[config.mk]
export PLATFORM = sky130hd
export DESIGN_NAME = axi_wr_arbiter
export DESIGN_NICKNAME = d
export VERILOG_FILES = /design/src/rtl/axi_wr_arbiter.sv
export SDC_FILE = /design/constraint.sdc
export NUM_CORES = 1
export LEC_CHECK = 0
export BUFFER_PORTS_ARGS = -buffer_cell sky130_fd_sc_hd__buf_2
export CAP_MARGIN = 20
export CORE_AREA = 2 2 102 104
export CTS_BUF_LIST = sky130_fd_sc_hd__clkbuf_4 sky130_fd_sc_hd__clkbuf_8
export CTS_CLUSTER_SIZE = 14
export DETAILED_ROUTE_END_ITERATION = 8
export DIE_AREA = 0 0 104 106
export PLACE_DENSITY_LB_ADDON = 0.1
export SLEW_MARGIN = 20
export SYNTH_ARGS = -nofsm -noshare
export SYNTH_HDL_FRONTEND = slang
export SYNTH_SLANG_ARGS = --single-unit
[constraint.sdc]
create_clock -name aclk -period 2 [get_ports aclk]
set_input_delay 0.4 -clock aclk [delete_from_list [all_inputs] [get_ports aclk]]
set_output_delay 0.4 -clock aclk [all_outputs]
set_load 0.02 [all_outputs]
[src/rtl/axi_wr_arbiter.sv]
// rtl/axi_wr_arbiter.sv - two-master round-robin AXI write arbiter onto one slave
//
// Ports:
//   aclk, areset                   clock, synchronous active-high reset
//   m_aw*/m_w*/m_b*                per-master AXI write channels, packed {m1,m0}
//   s_aw*/s_w*/s_b*                shared slave AXI write channels
//   grant_id                       owner of the current (or last) transaction
//   busy                           high while a transaction is in flight
//   len_err                        one-cycle pulse on burst length mismatch
//
// Optional feature macro: AXI_WR_ARB_LEN_CHECK_EN
//   defined   : s_wlast is generated from a beat counter against the latched
//               awlen, and len_err flags a disagreeing master wlast.
//   undefined : s_wlast is the granted master's wlast, len_err is 0.

module axi_wr_arbiter #(
    parameter  int ADDR_WID = 32,
    parameter  int DATA_WID = 32,
    localparam int STRB_WID = DATA_WID / 8
) (
    input  logic                  aclk,
    input  logic                  areset,
    input  logic [2*ADDR_WID-1:0] m_awaddr,
    input  logic [15:0]           m_awlen,
    input  logic [1:0]            m_awvalid,
    output logic [1:0]            m_awready,
    input  logic [2*DATA_WID-1:0] m_wdata,
    input  logic [2*STRB_WID-1:0] m_wstrb,
    input  logic [1:0]            m_wlast,
    input  logic [1:0]            m_wvalid,
    output logic [1:0]            m_wready,
    output logic [3:0]            m_bresp,
    output logic [1:0]            m_bvalid,
    input  logic [1:0]            m_bready,
    output logic [ADDR_WID-1:0]   s_awaddr,
    output logic [7:0]            s_awlen,
    output logic                  s_awvalid,
    input  logic                  s_awready,
    output logic [DATA_WID-1:0]   s_wdata,
    output logic [STRB_WID-1:0]   s_wstrb,
    output logic                  s_wlast,
    output logic                  s_wvalid,
    input  logic                  s_wready,
    input  logic [1:0]            s_bresp,
    input  logic                  s_bvalid,
    output logic                  s_bready,
    output logic                  grant_id,
    output logic                  busy,
    output logic                  len_err
);

    typedef enum logic [1:0] {
        S_IDLE = 2'd0,
        S_ADDR = 2'd1,
        S_DATA = 2'd2,
        S_RESP = 2'd3
    } state_t;

    state_t r_state;
    state_t w_state_nxt;
    logic   r_grant;
    logic   r_last_grant;

    logic [ADDR_WID-1:0] w_sel_awaddr;
    logic [7:0]          w_sel_awlen;
    logic                w_sel_awvalid;
    logic [DATA_WID-1:0] w_sel_wdata;
    logic [STRB_WID-1:0] w_sel_wstrb;
    logic                w_sel_wlast;
    logic                w_sel_wvalid;
    logic                w_sel_bready;
    logic                w_fwd_last;
    logic                w_pick;
    logic                w_aw_hs;
    logic                w_w_hs;
    logic                w_b_hs;

    // Payload of whichever master currently owns the slave.
    assign w_sel_awaddr  = r_grant ? m_awaddr[2*ADDR_WID-1:ADDR_WID] : m_awaddr[ADDR_WID-1:0];
    assign w_sel_awlen   = r_grant ? m_awlen[15:8] : m_awlen[7:0];
    assign w_sel_awvalid = r_grant ? m_awvalid[1] : m_awvalid[0];
    assign w_sel_wdata   = r_grant ? m_wdata[2*DATA_WID-1:DATA_WID] : m_wdata[DATA_WID-1:0];
    assign w_sel_wstrb   = r_grant ? m_wstrb[2*STRB_WID-1:STRB_WID] : m_wstrb[STRB_WID-1:0];
    assign w_sel_wlast   = r_grant ? m_wlast[1] : m_wlast[0];
    assign w_sel_wvalid  = r_grant ? m_wvalid[1] : m_wvalid[0];
    assign w_sel_bready  = r_grant ? m_bready[1] : m_bready[0];

    // A lone requester wins; on a tie the master that was not served last wins.
    assign w_pick = (m_awvalid == 2'b11) ? ~r_last_grant : m_awvalid[1];

    // Handshakes are qualified by state so they never depend on the muxed outputs.
    assign w_aw_hs = (r_state == S_ADDR) & w_sel_awvalid & s_awready;
    assign w_w_hs  = (r_state == S_DATA) & w_sel_wvalid  & s_wready;
    assign w_b_hs  = (r_state == S_RESP) & s_bvalid      & w_sel_bready;

`ifdef AXI_WR_ARB_LEN_CHECK_EN
    logic [7:0] r_awlen;
    logic [7:0] r_beat_cnt;
    logic       r_len_err;
    logic       w_gen_last;

    assign w_gen_last = (r_beat_cnt == r_awlen);
    assign w_fwd_last = w_gen_last;
    assign len_err    = r_len_err;

    always_ff @(posedge aclk) begin
        if (areset) begin
            r_awlen    <= 8'd0;
            r_beat_cnt <= 8'd0;
            r_len_err  <= 1'b0;
        end else begin
            r_len_err <= w_w_hs & (w_sel_wlast != w_gen_last);
            if (w_aw_hs) begin
                r_awlen    <= w_sel_awlen;
                r_beat_cnt <= 8'd0;
            end else if (w_w_hs) begin
                r_beat_cnt <= r_beat_cnt + 8'd1;
            end
        end
    end
`else
    assign w_fwd_last = w_sel_wlast;
    assign len_err    = 1'b0;
`endif

    always_ff @(posedge aclk) begin
        if (areset) begin
            r_state      <= S_IDLE;
            r_grant      <= 1'b0;
            r_last_grant <= 1'b1;
        end else begin
            r_state <= w_state_nxt;
            if ((r_state == S_IDLE) && (|m_awvalid)) begin
                r_grant <= w_pick;
            end
            if (w_b_hs) begin
                r_last_grant <= r_grant;
            end
        end
    end

    always_comb begin
        w_state_nxt = r_state;
        m_awready   = 2'b00;
        m_wready    = 2'b00;
        m_bresp     = 4'b0000;
        m_bvalid    = 2'b00;
        s_awaddr    = '0;
        s_awlen     = 8'd0;
        s_awvalid   = 1'b0;
        s_wdata     = '0;
        s_wstrb     = '0;
        s_wlast     = 1'b0;
        s_wvalid    = 1'b0;
        s_bready    = 1'b0;
        case (r_state)
            S_IDLE: begin
                if (|m_awvalid) begin
                    w_state_nxt = S_ADDR;
                end
            end
            S_ADDR: begin
                s_awaddr  = w_sel_awaddr;
                s_awlen   = w_sel_awlen;
                s_awvalid = w_sel_awvalid;
                m_awready = r_grant ? {s_awready, 1'b0} : {1'b0, s_awready};
                if (w_aw_hs) begin
                    w_state_nxt = S_DATA;
                end
            end
            S_DATA: begin
                s_wdata  = w_sel_wdata;
                s_wstrb  = w_sel_wstrb;
                s_wlast  = w_fwd_last;
                s_wvalid = w_sel_wvalid;
                m_wready = r_grant ? {s_wready, 1'b0} : {1'b0, s_wready};
                if (w_w_hs && w_fwd_last) begin
                    w_state_nxt = S_RESP;
                end
            end
            S_RESP: begin
                m_bresp  = r_grant ? {s_bresp, 2'b00} : {2'b00, s_bresp};
                m_bvalid = r_grant ? {s_bvalid, 1'b0} : {1'b0, s_bvalid};
                s_bready = w_sel_bready;
                if (w_b_hs) begin
                    w_state_nxt = S_IDLE;
                end
            end
            default: begin
                w_state_nxt = S_IDLE;
            end
        endcase
    end

    assign grant_id = r_grant;
    assign busy     = (r_state != S_IDLE);

endmodule
## After elaboration in Yosys (flattened, before gate mapping)

Cells that the tools add are included.

| cells by class | value |
|---|---|
| add/subtract/negate cells | 0 |
| $mul | 0 |
| divide/modulo/power cells | 0 |
| order comparisons | 0 |
| equal/unequal tests | 8 |
| shift-type cells | 0 |
| mux-type cells | 30 |
| bitwise gates (word level) | 7 |
| reductions and logical operators | 6 |

Operators by type and width:

| cell | count |
|---|---|
| $mux 32 | 4 |
| $mux 2 | 10 |
| $mux 4 | 4 |
| $mux 8 | 2 |
| $mux 1 | 9 |
| $pmux 2 s4 | 1 |
| $and 1x1->1 | 6 |
| $eq 2x2->1 const B | 3 |
| $ne 2x1->1 const B | 2 |
| $ne 2x2->1 const B | 2 |
| $reduce_and 4->1 | 1 |
| $eq 2x1->1 const B | 1 |
| $logic_and 1x1->1 | 2 |
| $logic_not 2->1 | 1 |
| $reduce_bool 2->1 | 1 |
| $reduce_or 2->1 | 1 |
| $not 1->1 | 1 |

| storage, ports and cells | value |
|---|---|
| register bits after elaboration | 4 |
| bits in latches | 0 |
| memory bits (writable) | 0 |
| bits in read-only memories | 0 |
| input port bits | 167 |
| output and inout port bits | 93 |
| memories kept | 0 |

## Logic depth before layout (Yosys ltp)

| depth | value |
|---|---|
| depth in word-level cells | 6 |
| mapped depth | 6 |
| depth with buffers taken out | 5 |

## Least setup slack after synthesis

Ideal clock, no wire load.

| timing | value |
|---|---|
| kind | flip-flop to output port |
| start point | register r_grant (netlist: grant_id) |
| end point | output s_awaddr[11] |
| data arrival time | 1.550 ns |
| data required time | 1.600 ns |
| path slack | 0.050 ns |
| cell stages (with the launch flop) | 6 |
| path buffers | 3 |
| cell sequence | dfxtp_1 > buf_4 > buf_4 > buf_2 > mux2i_1 > nor2b_1 |

| between the ends | value |
|---|---|
| longest elaborated chain between the ends | 2 |

Ends and longest elaborated chain:

| element | line | RTL |
|---|---|---|
| from (decl) | 61 | `logic r_grant;` |
| from (signal assigned) | 134 | `r_grant <= w_pick;` |
| $mux 32 | 79 | `assign w_sel_awaddr = r_grant ? m_awaddr[2*ADDR_WID-1:ADDR_WID] : m_awaddr[ADDR_WID-1:0];` |
| $mux 32 | 156 | `case (r_state)` |
| to (decl) | 35 | `output logic [ADDR_WID-1:0] s_awaddr,` |

No other way between the ends.

## Worst setup path in the final report

| timing | value |
|---|---|
| start point | register r_state[0] |
| end point | output m_wready[1] |

| between the ends | value |
|---|---|
| longest elaborated chain between the ends | 2 |

Ends and longest elaborated chain:

| element | line | RTL |
|---|---|---|
| from (decl) | 59 | `state_t r_state;` |
| from (signal assigned) | 132 | `r_state <= w_state_nxt;` |
| $eq 2x2->1 | 156 |  |
| $mux 2 | 156 |  |
| to (decl) | 31 | `output logic [1:0] m_wready,` |

No other way between the ends.

==> flow_metrics.tcl <==
set metrics [dict create \
    skew_ns 0.00429 \
    synthFlopType "dfxtp_1" \
    dpl.hpwl_um 7020 \
    drive_above_1_share 0.573 \
    status "completed" \
    fmax_mhz 541 \
    critPathLaunchType "flop" \
    synthArstFlopShare 0 \
    crit_family "buffers and inverters" \
    final.period_utilization 0.925 \
    start_util 0.175 \
    setup_tns_ns 0 \
    min_period_ns 1.85 \
    synth_cells 227 \
    synth.area.top_cells "mux2i_1 46%, nor2b_1 29%, dfxtp_1 4.6%" \
    path_cells "inv_1 > ha_1 > buf_6 > and3_1 > buf_2" \
    wl_per_cell_um 13.5 \
    grt_max_degree 44 \
    irDropWorstVdd_v 0.000318 \
    grt_overflow 0 \
    hold_viol 0 \
    post_cts_buffers 0 \
    port_buffers 258 \
    syn_nets 398 \
    gp_congestion 0.767 \
    worst_ep_required_time_ns 1.60 \
    pre_cts_ws_ns 0.282 \
    syn_area_um2 1750 \
    vias 2487 \
    min_path_type "primary input to flop" \
    wirelength_um 8240 \
    path_clk_slew_ns 0.03 \
    dieArea_um2 11000 \
    cp_slowest_stage_delay_ns 0.37 \
    dr.pass1.iters 4 \
    yosys_warnings 0 \
    synth_seq_cells 4 \
    cts_resized 0 \
    synth_edf_count 0 \
    num_rows 37 \
    drc 0 \
    final_common_cell "buf_2" \
    syn_area_per_cell_um2 7.72 \
    clockBufferDepth 2 \
    endpoint_kind "output pin" \
    clock_sinks 4 \
    die-height_um 106 \
    clk-insertion-delay-late_ns 0.22 \
    final-setup-viol-count 0 \
    area_growth_syn_to_layout_pct 86.3 \
    seqPwrFrac 0.052 \
    cts_buffers 3 \
    synth_top_area_frac 0.463 \
    cts_tree "built" \
    combPwrFrac 0.875 \
    worstSetupPathType "flop to output pin" \
    rsz0062_at_grt "no" \
    cts-root-buf "clkbuf_8" \
    grt_pass1_wl_um 12100 \
    drv_slew 0 \
    h-tree-depth 1 \
    crit_buf_inv 3 \
    p_int_uw 1270 \
    grt_usage 0.135 \
    die_w_um 104 \
    core_area_um2 10000 \
    p_leak_uw 0.00180 \
    viasPerCell 4.07 \
    power_switching_uw 1390 \
    num_io_pins 260 \
    ys_types 24 \
    max_cap_viol_count 0 \
    cts_hold_buf 0 \
    critPathArrivalTime_ns 1.45 \
    critPathSlowestCell "dfxtp_1" \
    layout_common_cells "258 x buf_2, 81 x mux2i_1, 81 x nor2b_1" \
    p_sw_frac 0.522 \
    grt_pass1_vias 2387 \
    yosysTopAreaCell "mux2i_1" \
    drtAntennaViolNets 0 \
    drtIter0Drc 111 \
    antenna_found_initial 1 \
    n_antenna_cell 0 \
    seq_area_frac_synth 0.0457 \
    pwr-share-clk 0.073 \
    postLayoutSetupSlackWorst_ns 0.150 \
    powerDensity_nw_per_um2 818 \
    cp_max_fo 34 \
    num-nets-final 647 \
]
through the flow:
step | instance area, um2 | utilization | std cells | total power [uW] | hold WS [ns]
4_1_cts | 3260 | 0.326 | 611 | 2710 | 0.349
3_5_place_dp | 3210 | 0.321 | 607 | 2510 | 0.492
5_1_grt | 3260 | 0.326 | 611 | 2880 | 0.358
2_1_floorplan | 1750 | - | 227 | 1680 | 0.468
3_3_place_gp | 3210 | 0.321 | 607 | 2490 | 0.487
6_report | 3260 | 0.326 | 611 | 2670 | 0.355
per-layer routing:
metal  wire length (um)  GRT usage
met1               3100      0.145
met5                  0          0
met4                 12     0.0116
met3                613     0.0251
met2               4520      0.278
state kept, by name, summed over array words and instances, names as in the netlist:
| name | cells |
|---|---|
| grant_id | 1 |
| r_state | 2 |
| r_last_grant | 1 |
cell usage after synthesis, types with 2 or more instances:
master	n
mux2i_1	81
nor2b_1	81
clkbuf_1	11
buf_2	7
nand2_1	7
and3_1	5
inv_1	5
nor2_1	5
dfxtp_1	4
ha_1	4
buf_4	3
and3b_1	2
layout make-up:
class	instances	area [um2]
fillers	1112	6740
inverters	5	18.8
flip-flops and latches	4	83.8
multi-input cells	197	1560
clock buffers	4	48.8
repair buffers	265	1390
well taps	136	170
path summary, 6_finish.rpt:
| path | startpoint | end | slack (ns) | cells past startpoint |
|---|---|---|---|---|
| setup / recovery | r_state[0] | m_wready[1] | 0.15 | 5 |
| hold / removal | areset | grant_id | 0.35 | 2 |
| setup reg to reg | grant_id | r_state[1] | 0.29 | 5 |
| hold reg to reg | r_state[1] | r_state[1] | 0.49 | 2 |
cell families (layout without fill, tap and decap cells):
family	after synthesis	count (layout)	synth area share
AND/OR/NAND/NOR	102	102	0.349
multiplexers	81	81	0.463
buffers and inverters	26	274	0.0671
AO/OA/AOI/OAI	9	9	0.0443
adder cells (fa/ha/maj)	4	4	0.0286
flip-flops	4	4	0.0457
other	1	1	0.00214
worst reg2reg max path: stages, from the launching register on:
cell      delay, ns
dfxtp_4        0.38
buf_4          0.32
mux2i_1        0.15
o31a_1         0.31
a211oi_2       0.27
mux2i_1        0.20
power by group through the flow:
stage / clock (uW) / combinational, uW / sequential (uW)
floorplan: 0 / 1540 / 133
global placement: 0 / 2350 / 139
detailed placement: 0 / 2360 / 141
CTS: 199 / 2370 / 140
global route: 205 / 2540 / 144
finish: 195 / 2330 / 140
(Power assumes the default switching activity.)
